--- src/rtl/fig_04b_block_074_prefix_decode.sv ---
// rtl/fig_04b_block_074_prefix_decode.sv - SuperFX prefix tracker and register-select decoder (option: FIG04B_BFLAG_MOVE_EN)
// Prefix ops update Sreg/Dreg/B/ALT state; every other op yields one registered decode word.
module fig_04b_block_074_prefix_decode #(
    parameter logic [3:0] RESET_REG = 4'd0
) (
    input  logic       clk,
    input  logic       reset,
    input  logic [7:0] op,
    input  logic       op_valid,
    output logic       op_ready,
    input  logic       dec_stall,
    output logic       dec_valid,
    output logic [3:0] xsel,
    output logic [3:0] ysel,
    output logic [3:0] zsel,
    output logic       fromset,
    output logic       zwen,
    output logic       flag_upd,
    output logic       alt1,
    output logic       alt2,
    output logic [7:0] dec_op
);

`ifdef FIG04B_BFLAG_MOVE_EN
    localparam bit FUSE_EN = 1'b1;
`else
    localparam bit FUSE_EN = 1'b0;
`endif

    logic [3:0] sreg, dreg;
    logic       bflag, alt1_st, alt2_st, src_set;

    logic       accept;
    logic [3:0] hi, lo;
    logic       is_with, is_move, is_moves, is_to, is_from, is_alt, is_prefix;
    logic [3:0] nx_xsel, nx_zsel;

    assign op_ready = !dec_valid || !dec_stall;
    assign accept   = op_valid && op_ready;
    assign hi       = op[7:4];
    assign lo       = op[3:0];

    // With B set, 0x1n/0xBn become MOVE/MOVES instead of TO/FROM prefixes.
    always_comb begin
        is_with   = (hi == 4'h2);
        is_move   = FUSE_EN && bflag && (hi == 4'h1);
        is_moves  = FUSE_EN && bflag && (hi == 4'hB);
        is_to     = (hi == 4'h1) && !is_move;
        is_from   = (hi == 4'hB) && !is_moves;
        is_alt    = (op == 8'h3D) || (op == 8'h3E) || (op == 8'h3F);
        is_prefix = is_with || is_to || is_from || is_alt;
        nx_xsel   = is_moves ? lo : sreg;
        nx_zsel   = is_move  ? lo : dreg;
    end

    always_ff @(posedge clk or posedge reset) begin
        if (reset) begin
            sreg      <= RESET_REG;
            dreg      <= RESET_REG;
            bflag     <= 1'b0;
            alt1_st   <= 1'b0;
            alt2_st   <= 1'b0;
            src_set   <= 1'b0;
            dec_valid <= 1'b0;
            xsel      <= 4'd0;
            ysel      <= 4'd0;
            zsel      <= 4'd0;
            fromset   <= 1'b0;
            zwen      <= 1'b0;
            flag_upd  <= 1'b0;
            alt1      <= 1'b0;
            alt2      <= 1'b0;
            dec_op    <= 8'h01;
        end else if (accept) begin
            if (is_prefix) begin
                dec_valid <= 1'b0;
                if (is_with) begin
                    sreg    <= lo;
                    dreg    <= lo;
                    bflag   <= 1'b1;
                    src_set <= 1'b1;
                end
                if (is_to)
                    dreg <= lo;
                if (is_from) begin
                    sreg    <= lo;
                    src_set <= 1'b1;
                end
                if (is_alt) begin
                    alt1_st <= alt1_st | op[0];
                    alt2_st <= alt2_st | op[1];
                end
            end else begin
                dec_valid <= 1'b1;
                dec_op    <= op;
                xsel      <= nx_xsel;
                ysel      <= lo;
                zsel      <= nx_zsel;
                fromset   <= src_set;
                zwen      <= is_move || is_moves;
                flag_upd  <= is_moves;
                alt1      <= alt1_st;
                alt2      <= alt2_st;
                sreg      <= RESET_REG;
                dreg      <= RESET_REG;
                bflag     <= 1'b0;
                alt1_st   <= 1'b0;
                alt2_st   <= 1'b0;
                src_set   <= 1'b0;
            end
        end else if (!dec_stall) begin
            dec_valid <= 1'b0;
        end
    end

endmodule

--- config.mk ---
export PLATFORM = sky130hd
export DESIGN_NAME = fig_04b_block_074_prefix_decode
export DESIGN_NICKNAME = d
export VERILOG_FILES = /design/src/rtl/fig_04b_block_074_prefix_decode.sv
export SDC_FILE = /design/constraint.sdc
export NUM_CORES = 1
export LEC_CHECK = 0
export CAP_MARGIN = 20
export CORE_ASPECT_RATIO = 0.7
export CORE_UTILIZATION = 35
export DETAILED_ROUTE_END_ITERATION = 8
export PLACE_DENSITY_LB_ADDON = 0.08
export SYNTH_ARGS = -nofsm -noshare
export SYNTH_HDL_FRONTEND = slang
export SYNTH_SLANG_ARGS = --single-unit
--- constraint.sdc ---
create_clock -name clk -period 1.3 [get_ports clk]
set_input_delay 0.26 -clock clk [delete_from_list [all_inputs] [get_ports clk]]
set_output_delay 0.26 -clock clk [all_outputs]
set_load 0.01 [all_outputs]
* Word-level counts from Yosys, hierarchy flattened *
Cells that the tools add are included.

operators by class
  bitwise gates (word level) = 3
  reductions and logical operators = 13
  mux-type cells = 15
  equal/unequal tests = 10

operators by type and width
  operator                                                count
  == test 8 x 6 -> 1 bit (second input constant)          3
  two-way mux 4 bit                                       5
  two-way mux 1 bit                                       10
  AND reduction 2 bit                                     4
  logical OR 1 bit                                        6
  inequality test 3 bit (second input constant)           2
  == test 4 x 1 -> 1 bit (second input constant)          1
  == test 4 x 2 -> 1 bit (second input constant)          1
  == test 4 bit (second input constant)                   1
  zero test 1 bit                                         2
  inequality test 2 x 1 -> 1 bit (second input constant)  1
  inequality test 2 bit (second input constant)           1
  OR 1 bit                                                2
  logical AND 1 bit                                       1
  NOT 1 bit                                               1

word-level totals
  word-level logic and storage cells = 54
  input port bits = 12
  output and inout bits = 27
  register bits after elaboration = 35

* Depth between registers and ports, before layout *
Gate-level depths: netlist of run 1.

  depth in word-level cells = 6
  depth in mapped cells = 7
  depth with buffers taken out = 4

* Worst setup path after synthesis of run 1 *
No wires, ideal clock.

  path type = input port to flip-flop
  start = input port op[5]
  end = register alt1
  data required time = 1.175 ns
  setup time = 0.125 ns
  data arrival time = 1.646 ns
  slack = -0.471 ns
  stages = 7
  path buffers = 3
  cell sequence = buf_6 and3b_1 a2111o_1 and2_4 buf_6 buf_8 mux2_4

on the way
  longest elaborated chain between the ends = 6
  elaborated cells between the ends (all ways) = 13
  classes of those cells = eq/ne: 6; bitwise: 1; reduce/logical: 6

ends and longest elaborated chain
  item                                                     RTL line  source
  start: declaration                                       8         input logic [7:0] op,
  == test 8 x 6 -> 1 bit, or another cell as far along     50        is_alt = (op == 8'h3D) || (op == 8'h3E) || (op == 8'h3F);
  logical OR 1 bit, on equally long branches (2 in a row)  50, 51
  logical OR 1 bit *                                       51        is_prefix = is_with || is_to || is_from || is_alt;
  NOT 1 bit (no source line) *                             n/a
  AND reduction 2 bit (no source line) *                   n/a
  end signal: assignment                                   102       alt1 <= alt1_st;
  end: declaration                                         19        output logic alt1,

Mark *: on every way between the ends. The rest lies on a longest branch, timed or not.
A chain may end at the register's enable or synchronous reset.

* Worst setup path after layout of run 1 *
  start = input port op[4]
  end = register xsel[0]

on the way
  longest elaborated chain between the ends = 6
  elaborated cells between the ends (all ways) = 13
  classes of those cells = eq/ne: 6; bitwise: 1; reduce/logical: 6

ends and longest elaborated chain
  item                                                     RTL line  source
  == test 8 x 6 -> 1 bit, or another cell as far along     50
  logical OR 1 bit, on equally long branches (2 in a row)  50, 51
  logical OR 1 bit *                                       51
  NOT 1 bit (no source line) *                             n/a
  AND reduction 2 bit (no source line) *                   n/a
  end signal: assignment                                   96        xsel <= nx_xsel;
  end: declaration                                         13        output logic [3:0] xsel,

Marks and branches as above.

==> results.md, run 1 <==
- Peak supply drop: 685 uV
- 1st-pass router iterations: 4
- Setup violators final: 18
- Metal3 WL: 145 um
- Synth area leaders: dfrtp_1, mux2_4, a22o_1
- Hold WS: 0.302 ns
- Hold Startpoint: op[4]
- Clock-pin slew on the worst setup and hold paths: 0.06 ns
- Slew Viols, Final: 0
- Final Cell Area: 2150 sq um
- DP HPWL: 2120 um
- Netlist Area Pre-Place: 1440 sq um
- Buffers on Ports: 36
- M1 WL: 1660 um
- Via Count: 1047
- Slowest CP cell: a2111o_1
- Mapped Avg Cell Area: 14.0 sq um
- Fin. Hold Viols: 0
- Post-DP Area: 1940 sq um
- Power density over cell area: 1230 nW/um^2
- Post-synth cell types: 27
- Die footprint: 4390 sq um
- Status: finished with violations
- I/O pin count: 39
- Chip height: 55.7 um
- Sequential cell area: 802 sq um
- R2R Path Start: dec_valid$_DFFE_PP0P_
- Worst setup path class: in2reg
- Slowest stage delay, CP: 0.38 ns
- Setup TNS: -1.23 ns
- Worst Slack Setup Final: -0.0819 ns
- # DRC: 0
- Worst hold path type: in2reg
- WL per Instance: 15.3 um
- PnR Total Power: 2.64 mW
- Max-Cap Viols: 0
- Post-Syn Instances: 103
- Area grow syn2layout: 48.8%
- Critical Path Fanout Max: 6
- RSZ-0062 raised after global routing: yes
- RePlAce Congestion: 0.817
- Synth area leader: dfrtp_1
- #FFs+latches synth: 32
- Final Core Density: 54.7%
- CP Data Arrival Time: 1.54 ns
- Multi-input logic area: 614 sq um
- Ratio of cells with drive above 1 in the final layout: 42.5%
- Failing checks: negative setup slack
- H-tree depth: 2
- Vias in the first global route: 1072
- Detailed Route Iter0 Violations: 48
- CTS root buf: clkbuf_8
- Congestion Overflow GR: 0
- Core area: 3920 sq um
- Capture point of the worst reg-to-reg path: xsel[0]$_DFFE_PP0P_
- Pin count of the biggest net entering global routing: 33
- CTS tree: built
- Latest clock arrival within the worst-skew pair: 0.27 ns
- Cts hold-fix bufs: 0
- Top cell by count, worst path: buf_4
- Initial Utilization: 36.8%
- Global Route Usage Sum: 17.5%
- Crit path time final: 1.38 ns
- Leakage: 1.11 nW
- Routed met2 length: 1510 um
- Final ANT Viol Nets: 0
- Clock buffer depth: 2
- WHS Path Cells: 3
- Final nets: 178
- Final Cycle Share: 106%
- First-pass GRT wire length: 5640 um
- Routed Wire Length: 3340 um
- Setup crit start kind: input port
- R2R setup slack: -0.03 ns
- Die Wd: 78.7 um
- Sequential-to-total area share from yosys stat: 55.6%
- Synth top area share: 53.8%
- Num Clock Sinks: 32
- Antenna violations before repair: 0
- Vias per inst: 4.78
- Worst Hold End: dec_op[4]$_DFFE_PP0P_
- Required time of the worst setup path: 1.46 ns
- CTS buffer count: 5
- Crit path capture type: flip-flop
- FF-to-FF path depth: 4
- # rows: 19
- Fillers: 345
- Yosys warnings: 0
- Fmax: 724 MHz
- # diodes: 0
- Critical Path, Cell by Cell: buf_6 > buf_4 > buf_4 > nor2_2 > a2111o_1 > and2_4 > mux2_4
- Top Layer Used: met4
- Max Clock Skew: 0.00679 ns
-- metrics by stage --
stage / std cells / setup WS (ns)
after CTS: 214 / -0.123
after global placement: 201 / -0.820
after floorplan: 104 / -0.424
final: 219 / -0.0819
after detailed placement: 201 / -0.843
after global routing: 219 / -0.108
-- sequential cells by signal (all words and copies together), names as in the netlist --
name       count
dec_op         6
dreg           4
nx_xsel        4
xsel           4
zsel           4
ysel           3
alt1           1
alt1_st        1
alt2           1
alt2_st        1
dec_valid      1
fromset        1
src_set        1
-- per-layer routing --
layer / up-vias / track usage, %
met5: - / 0
met4: 0 / 4.76
met3: 4 / 5.74
met2: 30 / 25.0
met1: 525 / 25.2
li1: 488 / -
-- final cells by class --
class	instances	share of cell area, %
clock buffers	8	4.20
multi-input cells	60	28.6
repair buffers	62	25.9
well taps	52	3.03
flip-flops and latches	32	37.4
inverters	5	0.874
-- synth_stat cells --
| cell type | n |
|---|---|
| a2111o_1 | 1 |
| a211o_1 | 1 |
| a21boi_0 | 1 |
| a22o_1 | 8 |
| a2bb2oi_1 | 1 |
| a31oi_1 | 2 |
| a41o_1 | 2 |
| and2_1 | 1 |
| and2_4 | 1 |
| and3b_1 | 1 |
| and4_1 | 1 |
| buf_4 | 5 |
| buf_6 | 4 |
| buf_8 | 1 |
| conb_1 | 1 |
| dfrtp_1 | 31 |
| dfstp_2 | 1 |
| inv_1 | 5 |
| mux2_2 | 2 |
| mux2_4 | 16 |
| nand2_1 | 7 |
| nor2_1 | 3 |
| nor4_1 | 1 |
| o211ai_1 | 1 |
| o21ai_0 | 1 |
| o22ai_1 | 2 |
| xnor2_1 | 2 |
-- report_power, final --
part / switching, mW / total [mW] / internal [mW]
combinational: 0.289 / 0.689 / 0.400
sequential: 0.0683 / 1.19 / 1.13
clock: 0.332 / 0.763 / 0.431
-- worst max-delay path by stage --
stage / startpoint / end / depth (start not counted)
final: op[4] / xsel[0]$_DFFE_PP0P_ / 7
after global routing: op[4] / zsel[1]$_DFFE_PP0P_ / 7
after CTS: op[4] / zsel[3]$_DFFE_PP0P_ / 5
after detailed placement: op[7] / zsel[0]$_DFFE_PP0P_ / 5
after global placement: op[2] / xsel[0]$_DFFE_PP0P_ / 5
after floorplan: op[5] / alt1$_DFFE_PP0P_ / 7
-- worst max-delay path, delay by kind of cell --
family / cells / cell delay, ns
buffers and inverters: 3 / 0.31
AO/OA/AOI/OAI: 1 / 0.38
AND/OR/NAND/NOR: 2 / 0.28
multiplexers: 1 / 0.31
-- kinds of logic (layout without fill, tap and decap cells) --
group / Yosys count / in the layout / synth area share (%)
AO/OA/AOI/OAI: 20 / 20 / 11.4
XOR/XNOR: 2 / 2 / 1.21
buffers and inverters: 15 / 75 / 8.07
flip-flops: 32 / 32 / 55.6
multiplexers: 18 / 18 / 18.2
other: 1 / 2 / 0.260
AND/OR/NAND/NOR: 15 / 18 / 5.29
-- cells in the final DEF (no fill, tap or decap), types with 2 or more instances in the layout --
cell,count
mux2_4,18
nor2_1,2
clkdlybuf4s50_1,2
dfrtp_1,31
a31oi_1,2
buf_6,11
o22ai_1,2
buf_4,22
and2_4,5
a22o_1,8
xnor2_1,2
nand2_1,5
inv_1,5
clkbuf_1,2
dlygate4sd2_1,24
conb_1,2
clkbuf_8,6
-- what timing repair did --
item                                    4_1_cts  5_1_grt
endpoints found under the setup margin       57       30
gates cloned                                  3        0
pin swaps                                    10       11
gates resized for setup                      78       11
buffers inserted                              2        5
No activity file was read; power rests on OpenSTA's default activity.
==> run 2: changes to the inputs <==
- CORE_UTILIZATION: 35 -> 43
- MAX_ROUTING_LAYER: default -> met4
==> run 2 against run 1 <==
Die area fell by 18%. The flow finishes with violations (design-rule violations, negative setup slack). Fmax fell by 1.7%. Flip-flop and latch count did not move. Largest power group unchanged. Non-clock buffer count rose by 9. Global-route usage rose by 5.5 points. First-iteration DRC count fell by 8.3%. Register-to-register slack got worse by 0.02 ns. Clock skew fell by 0.0017 ns. Power rose by 0.89%. Combinational power rose by 9.1%. Wire length rose by 6.5%.
==> results.md, run 2 (synthesis gave the netlist of run 1 again) <==
- Slew Viols, Final: 0 (unchanged)
- Max-Cap Viols: 0 (unchanged)
- Max Clock Skew: 0.00509 ns (-0.00170 ns)
- Vias per inst: 5.24 (+9.6%)
- Critical Path Fanout Max: 6 (unchanged)
- Core area: 3170 sq um (-19%)
- Placed cell count: 192 (-4.5%)
- 1st-pass router iterations: 8 (+4)
- Latest clock arrival within the worst-skew pair: 0.28 ns (about the same)
- Setup violators final: 19 (+1)
- Vias in the first global route: 1167 (+8.9%)
- Largest register by flop count: dec_op
- Slowest stage delay, CP: 0.47 ns (+0.09 ns)
- Cts hold-fix bufs: 0 (unchanged)
- Worst setup path class: in2reg
- Worst Slack Setup Final: -0.106 ns (-0.0241 ns)
- Final nets: 186 (+4.5%)
- R2R setup slack: -0.05 ns (-0.02 ns)
- Required time of the worst setup path: 1.46 ns (about the same)
- Commonest non-fill, non-tap cell in the layout: dfrtp_1
- Detailed Route Iter0 Violations: 44 (-8.3%)
- Congestion Overflow GR: 0 (unchanged)
- Die footprint: 3590 sq um (-18%)
- H-tree depth: 2 (unchanged)
- RePlAce Congestion: 0.833 (+2.0%)
- CP delay by family, top: compound AO/OA/AOI/OAI gates
- RSZ-0062 raised after global routing: yes
- CTS buffer count: 5 (unchanged)
- Final Cycle Share: 108% (+1.9 points)
- Fillers: 228 (-34%)
- Crit path buffers/inverters: 2 (-1)
- Ratio of cells with drive above 1 in the final layout: 48.6% (+6.1 points)
- Final Cell Area: 2250 sq um (+4.8%)
- Power density over cell area: 1190 nW/um^2 (-3.8%)
- Setup TNS: -1.67 ns (-0.444 ns)
- # rows: 17 (-2)
- Leakage: 1.18 nW (+5.9%)
- Fin. Hold Viols: 0 (unchanged)
- Clock-pin slew on the worst setup and hold paths: 0.06 ns (about the same)
- Critical Path, Cell by Cell: buf_8 > o211ai_1 > a2111o_1 > buf_6 > and2_4 > mux2_4
- Die Wd: 71.2 um (-9.5%)
- # diodes: 0 (unchanged)
- Slowest CP cell: a2111o_1
- Routed Wire Length: 3560 um (+6.5%)
- Crit path capture type: flip-flop
- Global Route Usage Sum: 23.0% (+5.5 points)
- CP Data Arrival Time: 1.57 ns (+0.03 ns)
- Clock buffer depth: 2 (unchanged)
- WL per Instance: 16.7 um (+9.5%)
- Most frequent cells in the layout: dfrtp_1, dlygate4sd2_1, buf_4
- # DRC: 1 (+1)
- Final ANT Viol Nets: 0 (unchanged)
- Place WS: -0.816 ns (+0.0271 ns)
- Pin count of the biggest net entering global routing: 21 (-36%)
- CTS root buf: clkbuf_8
- Crit path time final: 1.41 ns (+0.0241 ns)
- Antenna violations before repair: 0 (unchanged)
- Via Count: 1116 (+6.6%)
- Fmax: 711 MHz (-1.7%)
- Max reg flops: 6 (unchanged)
- Num Clock Sinks: 32 (unchanged)
- Area grow syn2layout: 56.0%
- Status: finished with violations
- First-pass GRT wire length: 5740 um (+1.7%)
- Worst hold path type: in2async
- Initial Utilization: 45.5% (+8.7 points)
- DP HPWL: 2260 um (+6.8%)
- Final std cells w/o fill: 213 (-2.7%)
- Peak supply drop: 784 uV (+14%)
- Post-DP Area: 1960 sq um (+1.0%)
- Setup crit start kind: input port
- Buffers on Ports: 36 (unchanged)
- Chip height: 50.5 um (-9.4%)
- CTS tree: built
- I/O pin count: 39 (unchanged)
- Hold WS: 0.204 ns (-0.0985 ns)
- Failing checks: design-rule violations, negative setup slack
## run 2: area by class of cell
type,instances,area (sq um),share of cell area (%)
Clock buffer,7,76.3,3.39
Clock inverter,1,5.00,0.222
Inverter,5,18.8,0.834
Multi-Input combinational cell,59,637,28.3
Sequential cell,32,802,35.6
Tap cell,38,47.5,2.11
Timing Repair Buffer,71,664,29.5
## run 2: repair_timing
action                                  in CTS  in global routing
setup buffers                                9                  2
pin swaps                                   16                 14
cloned                                       2                  0
gates resized for setup                     86                 19
endpoints found under the setup margin      57                 33
## run 2: worst reg2reg max path, delay by kind of cell, from the launching register on
family,cells,cell delay (ns)
and+or+nand+nor,3,0.43
DFF,1,0.39
buffers and inverters,1,0.13
muxes,1,0.29
## run 2: worst paths after layout
check | start | endpoint | cells past startpoint
max | op[0] | xsel[3]$_DFFE_PP0P_ | 6
min | reset | nx_xsel[0]$_DFFE_PP0P_ | 2
max reg2reg | dec_valid$_DFFE_PP0P_ | xsel[2]$_DFFE_PP0P_ | 5
min reg2reg | dec_op[4]$_DFFE_PP0P_ | dec_op[4]$_DFFE_PP0P_ | 1
max in group asynchronous | reset | dec_op[6]$_DFFE_PP0P_ | 3
min in group clk | op[3] | dreg[3]$_DFFE_PP0P_ | 3
## run 2: routing by layer
layer  track usage (%)  vias to the layer above  share of wire (%)
met5                 -                        -                  0
met4              10.7                        0                2.5
met3              6.43                       12                4.2
met2              35.1                       40                 47
met1              28.6                      557                 46
li1                  -                      507                  -
## run 2: stage by stage
step | util (%) | total power [mW]
after global routing | 71.0 | 2.80
after floorplan | - | 1.58
after CTS | 67.9 | 2.65
after global placement | 61.8 | 1.91
final | 71.0 | 2.67
after detailed placement | 61.8 | 1.93
## run 2: power breakdown
part | internal, mW | switching [mW] | total (mW)
Clock | 0.375 | 0.344 | 0.719
Sequential | 1.13 | 0.0720 | 1.20
Combinational | 0.441 | 0.312 | 0.752
Total | 1.94 | 0.728 | 2.67
